### config.mk
export PLATFORM = sky130hd
export DESIGN_NAME = fetch_unit
export DESIGN_NICKNAME = d
export VERILOG_FILES = /design/src/rtl/fetch_unit_pkg.sv /design/src/rtl/fetch_unit.sv
export SDC_FILE = /design/constraint.sdc
export NUM_CORES = 1
export LEC_CHECK = 0
export ABC_AREA = 1
export CAP_MARGIN = 20
export CELL_PAD_IN_SITES_DETAIL_PLACEMENT = 1
export CELL_PAD_IN_SITES_GLOBAL_PLACEMENT = 2
export CORE_UTILIZATION = 26
export DETAILED_ROUTE_END_ITERATION = 8
export PLACE_DENSITY_LB_ADDON = 0.1
export SETUP_SLACK_MARGIN = 0.15
export SLEW_MARGIN = 20
export SYNTH_ARGS = -nofsm -noshare
export SYNTH_HDL_FRONTEND = slang
export SYNTH_SLANG_ARGS = --single-unit
### constraint.sdc
create_clock -name clk -period 2.2 [get_ports clk]
set_input_delay 0.55 -clock clk [delete_from_list [all_inputs] [get_ports clk]]
set_output_delay 0.55 -clock clk [all_outputs]
set_load 0.005 [all_outputs]
### src/rtl/fetch_unit_pkg.sv
// fetch_unit_pkg: shared fetch state encoding and fetch constants
package fetch_unit_pkg;
  typedef enum logic [1:0] {S_REQ, S_WAIT, S_HOLD, S_FAULT} fetch_state_e;
  localparam int INSTR_BYTES = 4;
  localparam logic [63:0] DEFAULT_RESET_PC = 64'h0;
endpackage

### src/rtl/fetch_unit.sv
// fetch_unit: PC-owning instruction fetch front end with redirect, drop and misalignment fault
module fetch_unit
  import fetch_unit_pkg::*;
#(
  parameter int XLEN = 64,
  parameter logic [XLEN-1:0] RESET_PC = XLEN'(DEFAULT_RESET_PC)
) (
  input  logic            clk,
  input  logic            reset,
  input  logic            branch_taken,
  input  logic [XLEN-1:0] branch_target,
  output logic            imem_req_valid,
  output logic [XLEN-1:0] imem_req_addr,
  input  logic            imem_req_ready,
  input  logic            imem_rsp_valid,
  input  logic [31:0]     imem_rsp_data,
  output logic            if_valid,
  output logic [XLEN-1:0] if_pc,
  output logic [31:0]     if_instr,
  input  logic            if_ready,
  output logic            fetch_fault
);
  fetch_state_e state, state_n;
  logic [XLEN-1:0] pc_q, pc_n, inflight_pc;
  logic drop, drop_n, capture, misaligned;
  assign misaligned = branch_taken && (branch_target[1:0] != 2'b00) && (state != S_FAULT);
  assign imem_req_valid = (state == S_REQ) && !reset;
  assign imem_req_addr = pc_q;
  assign if_valid = (state == S_HOLD);
  always_comb begin
    state_n = state;
    pc_n = pc_q;
    drop_n = drop;
    capture = 1'b0;
    case (state)
      S_REQ: begin
        pc_n = branch_taken ? branch_target : imem_req_ready ? pc_q + XLEN'(INSTR_BYTES) : pc_q;
        state_n = imem_req_ready ? S_WAIT : S_REQ;
        drop_n = branch_taken && imem_req_ready;
      end
      S_WAIT: begin
        pc_n = branch_taken ? branch_target : pc_q;
        state_n = imem_rsp_valid ? ((branch_taken || drop) ? S_REQ : S_HOLD) : S_WAIT;
        drop_n = imem_rsp_valid ? 1'b0 : (drop || branch_taken);
        capture = imem_rsp_valid && !branch_taken && !drop;
      end
      S_HOLD: begin
        pc_n = branch_taken ? branch_target : pc_q;
        state_n = (branch_taken || if_ready) ? S_REQ : S_HOLD;
      end
      default: ;
    endcase
    if (misaligned) begin
      state_n = S_FAULT;
      drop_n = 1'b0;
      capture = 1'b0;
    end
  end
  always_ff @(posedge clk) begin
    if (reset) begin
      state <= S_REQ;
      pc_q <= RESET_PC;
      drop <= 1'b0;
      inflight_pc <= '0;
      if_pc <= '0;
      if_instr <= '0;
      fetch_fault <= 1'b0;
    end else begin
      state <= state_n;
      pc_q <= pc_n;
      drop <= drop_n;
      if (state == S_REQ && imem_req_ready) inflight_pc <= pc_q;
      if (capture) begin
        if_pc <= inflight_pc;
        if_instr <= imem_rsp_data;
      end
      if (misaligned) fetch_fault <= 1'b1;
    end
  end
endmodule
==> results.sh, run 1 <==
export IMPL_status="finished, final reports clean"
export IMPL_endpoint_kind="primary output"
export IMPL_seq_area_frac_synth_pct=41.62
export IMPL_wire_per_inst_um=19.42
export IMPL_finalCritPeriodShare_pct=92.30
export IMPL_antenna_cells=0
export IMPL_rsz0062_at_grt="yes"
export IMPL_overflow=0
export IMPL_ir_drop_mv=0.5870
export IMPL_synth_top_family_by_area="simple AND/OR/NAND/NOR gates"
export IMPL_period_minus_slack_ns=2.031
export IMPL_synth_adder_area_share_pct=0.6845
export IMPL_fin_skew_ns=0.01096
export IMPL_die_area_um2=43010
export IMPL_slew_headroom_pct=44.05
export IMPL_final_area_um2=16380
export IMPL_clk_path_buf_depth=3
export IMPL_cts_inserted_buffers=28
export IMPL_antenna_found_initial=0
export IMPL_finalNetCount=2128
export IMPL_critical_path_arrival_ns=1.48
export IMPL_hold_viol=0
export IMPL_post_drt_via_cell_ratio=4.709
export IMPL_synth_area_mux_share_pct=0.09126
export IMPL_maxCapViolCount=0
export IMPL_worst_slew_pin_slew_ns=0.8392
export IMPL_p_per_area_nw_per_um2=828.0
export IMPL_area_growth_pct=49.38
export IMPL_yosysUniqueCellTypes=42
export IMPL_rows=74
export IMPL_critPathMaxFanout=4
export IMPL_synthCells=1665
export IMPL_vias=12112
export IMPL_max_freq_mhz=492.5
export IMPL_core_area_um2=41200
export IMPL_die_y_um=207.4
export IMPL_grt_pass1_wl_um=75000
export IMPL_min_path_type="flop to flop"
export IMPL_synth_compound_area_share_pct=16.62
export IMPL_path_clk_slew_ns=0.06
export IMPL_cts_tree="done"
export IMPL_hpwl_um=38960
export IMPL_synth_nets=1773
export IMPL_synth_area_per_cell_um2=6.587
export IMPL_start_util_pct=26.62
export IMPL_portBuffers=264
export IMPL_drtAntennaViolNets=0
export IMPL_ioPinCount=265
export IMPL_ys_seq_elements=228
export IMPL_htree_num_levels=1
export IMPL_drtPass1Iterations=5
export IMPL_dp_slack_ns=-0.2470
export IMPL_dpl_instance_area_um2=15050
export IMPL_fillCellCount=5174
export IMPL_place_congestion=0.8833
export IMPL_grt_max_degree=62
export IMPL_synth_xor_area_share_pct=0.4791
export IMPL_p_leak_nw=6.658
export IMPL_track_usage_pct=22.71
export IMPL_netlist_area_um2=10970
export IMPL_p_sw_share_pct=30.90
export IMPL_crit_type="flop to primary output"
export IMPL_clockRootBuffer="clkbuf_16"
export IMPL_clkPwrFrac_pct=36.8
export IMPL_fin_ws_ns=0.1694
export IMPL_comb_power_share_pct=25.9
export IMPL_drc=0
export IMPL_finalSetupViolCount=0
export IMPL_routed_wirelength_um=49950
export IMPL_yosysWarnings=0
export IMPL_cts_sinks=228
export IMPL_die_w_um=207.4
export IMPL_dr_first_iter_drc_count=576
export IMPL_p_switching_mw=4.193
export IMPL_yosys_area_share_simple_pct=33.05
export IMPL_clk_latency_ns=0.56
export IMPL_worst_endpoint_required_ns=1.65
export IMPL_drive_gt1_share_pct=16.03
export IMPL_slew_violations=0
export IMPL_cell_internal_pwr_mw=9.374
export IMPL_grt_pass1_vias=12296
export IMPL_p_seq_share_pct=37.3
export IMPL_ctsHoldBuffers=0
export IMPL_start_kind="flop"
-- final timing paths --
kind,startpoint,cells after the start,end,slack (ns)
setup / recovery,state[0],5,imem_req_valid,0.17
hold / removal,inflight_pc[47],2,inflight_pc[47],0.48
setup reg to reg,imem_req_addr[18],10,imem_req_addr[58],0.25
hold reg to reg,inflight_pc[47],2,inflight_pc[47],0.48
-- power by group through the flow --
stage | combinational [mW] | clock [mW] | sequential [mW]
2_1_floorplan | 1.43 | 0 | 5.03
4_1_cts | 3.47 | 5.14 | 5.07
3_5_place_dp | 3.40 | 0 | 5.14
6_report | 3.52 | 4.99 | 5.06
3_3_place_gp | 3.36 | 0 | 5.13
5_1_grt | 3.87 | 5.30 | 5.12
-- logic make-up (layout without fill, tap and decap cells) --
kind of cell	count (synthesis)	in the layout
and+or+nand+nor	872	872
AOI/OAI and AO/OA	353	353
DFF	228	228
buffers and inverters	199	574
adders and majority gates	6	6
xor gates and xnor gates	6	6
muxes	1	1
-- through the flow --
| stage | utilization (%) | power [mW] | instances | TNS (ns) | hold slack [ns] |
|---|---|---|---|---|---|
| after floorplan | - | 6.465 | 1665 | 0 | 0.4495 |
| after global placement | 36.53 | 8.495 | 2502 | -16.69 | 0.4598 |
| after detailed placement | 36.53 | 8.548 | 2502 | -18.77 | 0.4678 |
| after CTS | 39.47 | 13.68 | 2566 | 0 | 0.4774 |
| after global routing | 39.77 | 14.29 | 2572 | 0 | 0.5018 |
| final | 39.77 | 13.57 | 2572 | 0 | 0.4760 |
-- synthesized netlist by cell type --
cell type / count / share of area, %
a221oi_1: 4 / 0.32
inv_1: 107 / 3.7
buf_2: 16 / 0.73
nand3_1: 76 / 3.5
buf_4: 1 / 0.068
o21ai_0: 206 / 9.4
a21oi_1: 109 / 5.0
or2_2: 5 / 0.29
nor3_2: 1 / 0.091
ha_1: 6 / 0.68
inv_2: 5 / 0.17
o22ai_1: 2 / 0.11
nor2_1: 408 / 14
o21ai_2: 1 / 0.080
a211oi_1: 5 / 0.34
nand3_2: 1 / 0.091
nand4_1: 11 / 0.63
clkinv_1: 2 / 0.068
a31oi_1: 4 / 0.23
o211ai_1: 2 / 0.14
xor2_1: 4 / 0.32
and2_1: 1 / 0.057
inv_4: 1 / 0.057
nand2_2: 13 / 0.74
o21ai_1: 16 / 0.73
o31ai_1: 2 / 0.14
nand2_4: 1 / 0.10
nor2_4: 11 / 1.1
or3_1: 1 / 0.057
buf_6: 2 / 0.21
a21oi_2: 2 / 0.16
buf_1: 2 / 0.068
dfxtp_1: 228 / 42
nor3b_1: 1 / 0.068
mux2i_1: 1 / 0.091
nand2_1: 320 / 11
nor3_1: 8 / 0.37
nor2_8: 2 / 0.37
clkbuf_8: 3 / 0.38
xnor2_1: 2 / 0.16
clkbuf_1: 60 / 2.1
nor2_2: 12 / 0.68
-- sequential cells by signal (all words and copies together), names as in the netlist --
signal and flops:
imem_req_addr 64, if_instr 32, inflight_pc 64, drop 1, state 2, if_pc 64
fetch_fault 1
-- repair_timing --
item	CTS	global route
resized for setup	135	26
setup endpoints to repair	112	68
pin swaps	0	2
buffers inserted	14	6
-- final cells by class --
class                   instances  area (µm²)  share of cell area [%]
clock buffers                  36       792.0                   4.834
clock inverters                14       197.7                   1.207
inverters                     115       442.9                   2.703
multi-input cells            1238        5644                   34.45
flip-flops and latches        228        4725                   28.84
well taps                     532       665.6                   4.063
repair buffers                409        3918                   23.91
-- worst max-delay path, stage by stage (launching register included) --
cell	delay, ns
dfxtp_2	0.35
inv_4	0.08
ha_4	0.15
inv_1	0.06
nor2_2	0.15
clkbuf_2	0.14
-- per-layer routing --
metal | vias to the layer above | track usage (%) | routed length, µm
met2 | 286 | 36.41 | 22300
met1 | 5707 | 31.72 | 24160
met5 | - | 0 | 0
li1 | 6062 | - | -
met4 | 0 | 6.871 | 1373
met3 | 57 | 2.723 | 2111
-- cell usage in the layout (no fill, tap or decap), drive strengths merged --
cell type and instances:
a211oi 5, a21oi 111, a221oi 4, a31oi 4, and2 1, buf 146, bufinv 5, clkbuf 37
clkdlybuf4s50 219, clkinv 10, clkinvlp 1, dfxtp 228, dlygate4sd2 36, dlymetal6s2s 7, ha 6, inv 113
mux2i 1, nand2 334, nand3 77, nand4 11, nor2 433, nor3 9, nor3b 1, o211ai 2
o21ai 223, o22ai 2, o31ai 2, or2 5, or3 1, xnor2 2, xor2 4
Power figures use the tool's default switching activity.
==> inputs of run 2 (changes only) <==
RECOVER_POWER = 50   (was unset)
==> results.sh, run 2 (synthesis results as in run 1) <==
export IMPL_ioPinCount=265
export IMPL_p_leak_nw=6.558
export IMPL_status="finished, final reports clean"
export IMPL_die_y_um=207.4
export IMPL_cts_inserted_buffers=28
export IMPL_routed_wirelength_um=50060
export IMPL_place_congestion=0.8833
export IMPL_drtAntennaViolNets=0
export IMPL_rsz0062_at_grt="yes"
export IMPL_cts_sinks=228
export IMPL_antenna_cells=0
export IMPL_fin_ws_ns=0.1089
export IMPL_p_per_area_nw_per_um2=832.8
export IMPL_dp_slack_ns=-0.2470
export IMPL_grt_max_degree=62
export IMPL_start_util_pct=26.62
export IMPL_drtPass1Iterations=5
export IMPL_grt_pass1_wl_um=75000
export IMPL_post_layout_nonfiller_instances=2572
export IMPL_rows=74
export IMPL_dpl_instance_area_um2=15050
export IMPL_holdWs_ns=0.4761
export IMPL_track_usage_pct=22.71
export IMPL_cts_tree="done"
export IMPL_fin_skew_ns=0.009753
export IMPL_p_total_mw=13.53
export IMPL_finalSetupViolCount=0
export IMPL_area_growth_pct=48.10
export IMPL_overflow=0
export IMPL_final_area_um2=16240
export IMPL_die_w_um=207.4
export IMPL_endpoint_kind="primary output"
export IMPL_drive_gt1_share_pct=13.92
export IMPL_max_freq_mhz=478.2
export IMPL_ctsHoldBuffers=0
export IMPL_worst_endpoint_required_ns=1.65
export IMPL_finalNetCount=2128
export IMPL_slew_headroom_pct=43.66
export IMPL_start_kind="flop"
export IMPL_drc=0
export IMPL_grt_pass1_vias=12296
export IMPL_finalCritPeriodShare_pct=95.05
export IMPL_slew_violations=0
export IMPL_htree_num_levels=1
export IMPL_clk_path_buf_depth=3
export IMPL_clockRootBuffer="clkbuf_16"
export IMPL_layout_common_cells="nor2_1 (401), nand2_1 (319), clkdlybuf4s50_1 (217)"
export IMPL_worst_slew_pin_slew_ns=0.8451
export IMPL_portBuffers=264
export IMPL_min_path_type="flop to flop"
export IMPL_post_drt_via_cell_ratio=4.710
export IMPL_vias=12114
export IMPL_critPathMaxFanout=4
export IMPL_crit_type="flop to primary output"
export IMPL_hpwl_um=38960
export IMPL_antenna_found_initial=0
export IMPL_maxCapViolCount=0
export IMPL_clk_latency_ns=0.56
export IMPL_final_common_cell="nor2_1"
export IMPL_dr_first_iter_drc_count=611
export IMPL_hold_viol=0
export IMPL_cp_slowest_cell="dfxtp_1"
export IMPL_die_area_um2=43010
export IMPL_fin_tns_setup_ns=0
export IMPL_ir_drop_mv=0.5850
export IMPL_final_util_pct=39.42
export IMPL_period_minus_slack_ns=2.091
export IMPL_path_clk_slew_ns=0.06
export IMPL_path_cells="inv_4 -> ha_1 -> dlygate4sd2_1"
export IMPL_cp_slowest_stage_delay_ns=0.44
export IMPL_wire_per_inst_um=19.46
export IMPL_dp_cells=2502
export IMPL_critical_path_arrival_ns=1.54
export IMPL_fillCellCount=5198
export IMPL_core_area_um2=41200
-- run 2: cell count changes in the layout (fill, tap and decap cells not counted), sizes merged --
cell / change
clkbuf: +16
dlymetal6s2s: -2
buf: -15
clkdlybuf4s25: +1
dlygate4sd3: +2
clkdlybuf4s50: -2
-- run 2: cell type report --
type | instances | area, µm² | area share (%)
Tap cell | 532 | 665.6 | 4.098
Timing Repair Buffer | 409 | 3842 | 23.66
Inverter | 115 | 442.9 | 2.727
Clock inverter | 14 | 197.7 | 1.217
Sequential cell | 228 | 4658 | 28.68
Clock buffer | 36 | 792.0 | 4.876
Multi-Input combinational cell | 1238 | 5644 | 34.75
-- run 2: critical path, delay by kind of cell, from the launching register on --
| kind | cells | cell delay, ns |
|---|---|---|
| DFF | 1 | 0.44 |
| buffers and inverters | 2 | 0.34 |
| adders and majority gates | 1 | 0.21 |
-- run 2: timing repair --
action                     in CTS  in global routing
hold endpoints to repair        0                  0
buffers inserted               14                  6
pin swaps                       0                  2
gates resized for setup       135                 26
setup endpoints to repair     112                 68
-- run 2: where the power goes --
part | switching, mW | total [mW] | internal (mW) | leakage [nW]
Clock | 1.90 | 5.00 | 3.10 | 0.492
Combinational | 1.90 | 3.49 | 1.59 | 4.18
Sequential | 0.413 | 5.04 | 4.62 | 1.89
-- run 2: path summary, 6_finish.rpt --
path	start	slack, ns	cells past startpoint	end
max reg2reg	imem_req_addr[30]	0.13	9	imem_req_addr[51]
max	state[0]	0.11	3	if_valid
min	inflight_pc[47]	0.48	2	inflight_pc[47]
min reg2reg	inflight_pc[47]	0.48	2	inflight_pc[47]
-- run 2: per-layer routing --
metal | vias to the layer above | part of all wire [%] | global-route usage [%]
li1 | 6057 | - | -
met1 | 5716 | 49 | 31.72
met2 | 285 | 45 | 36.41
met3 | 56 | 3.7 | 2.723
met4 | 0 | 2.7 | 6.871
met5 | - | 0 | 0
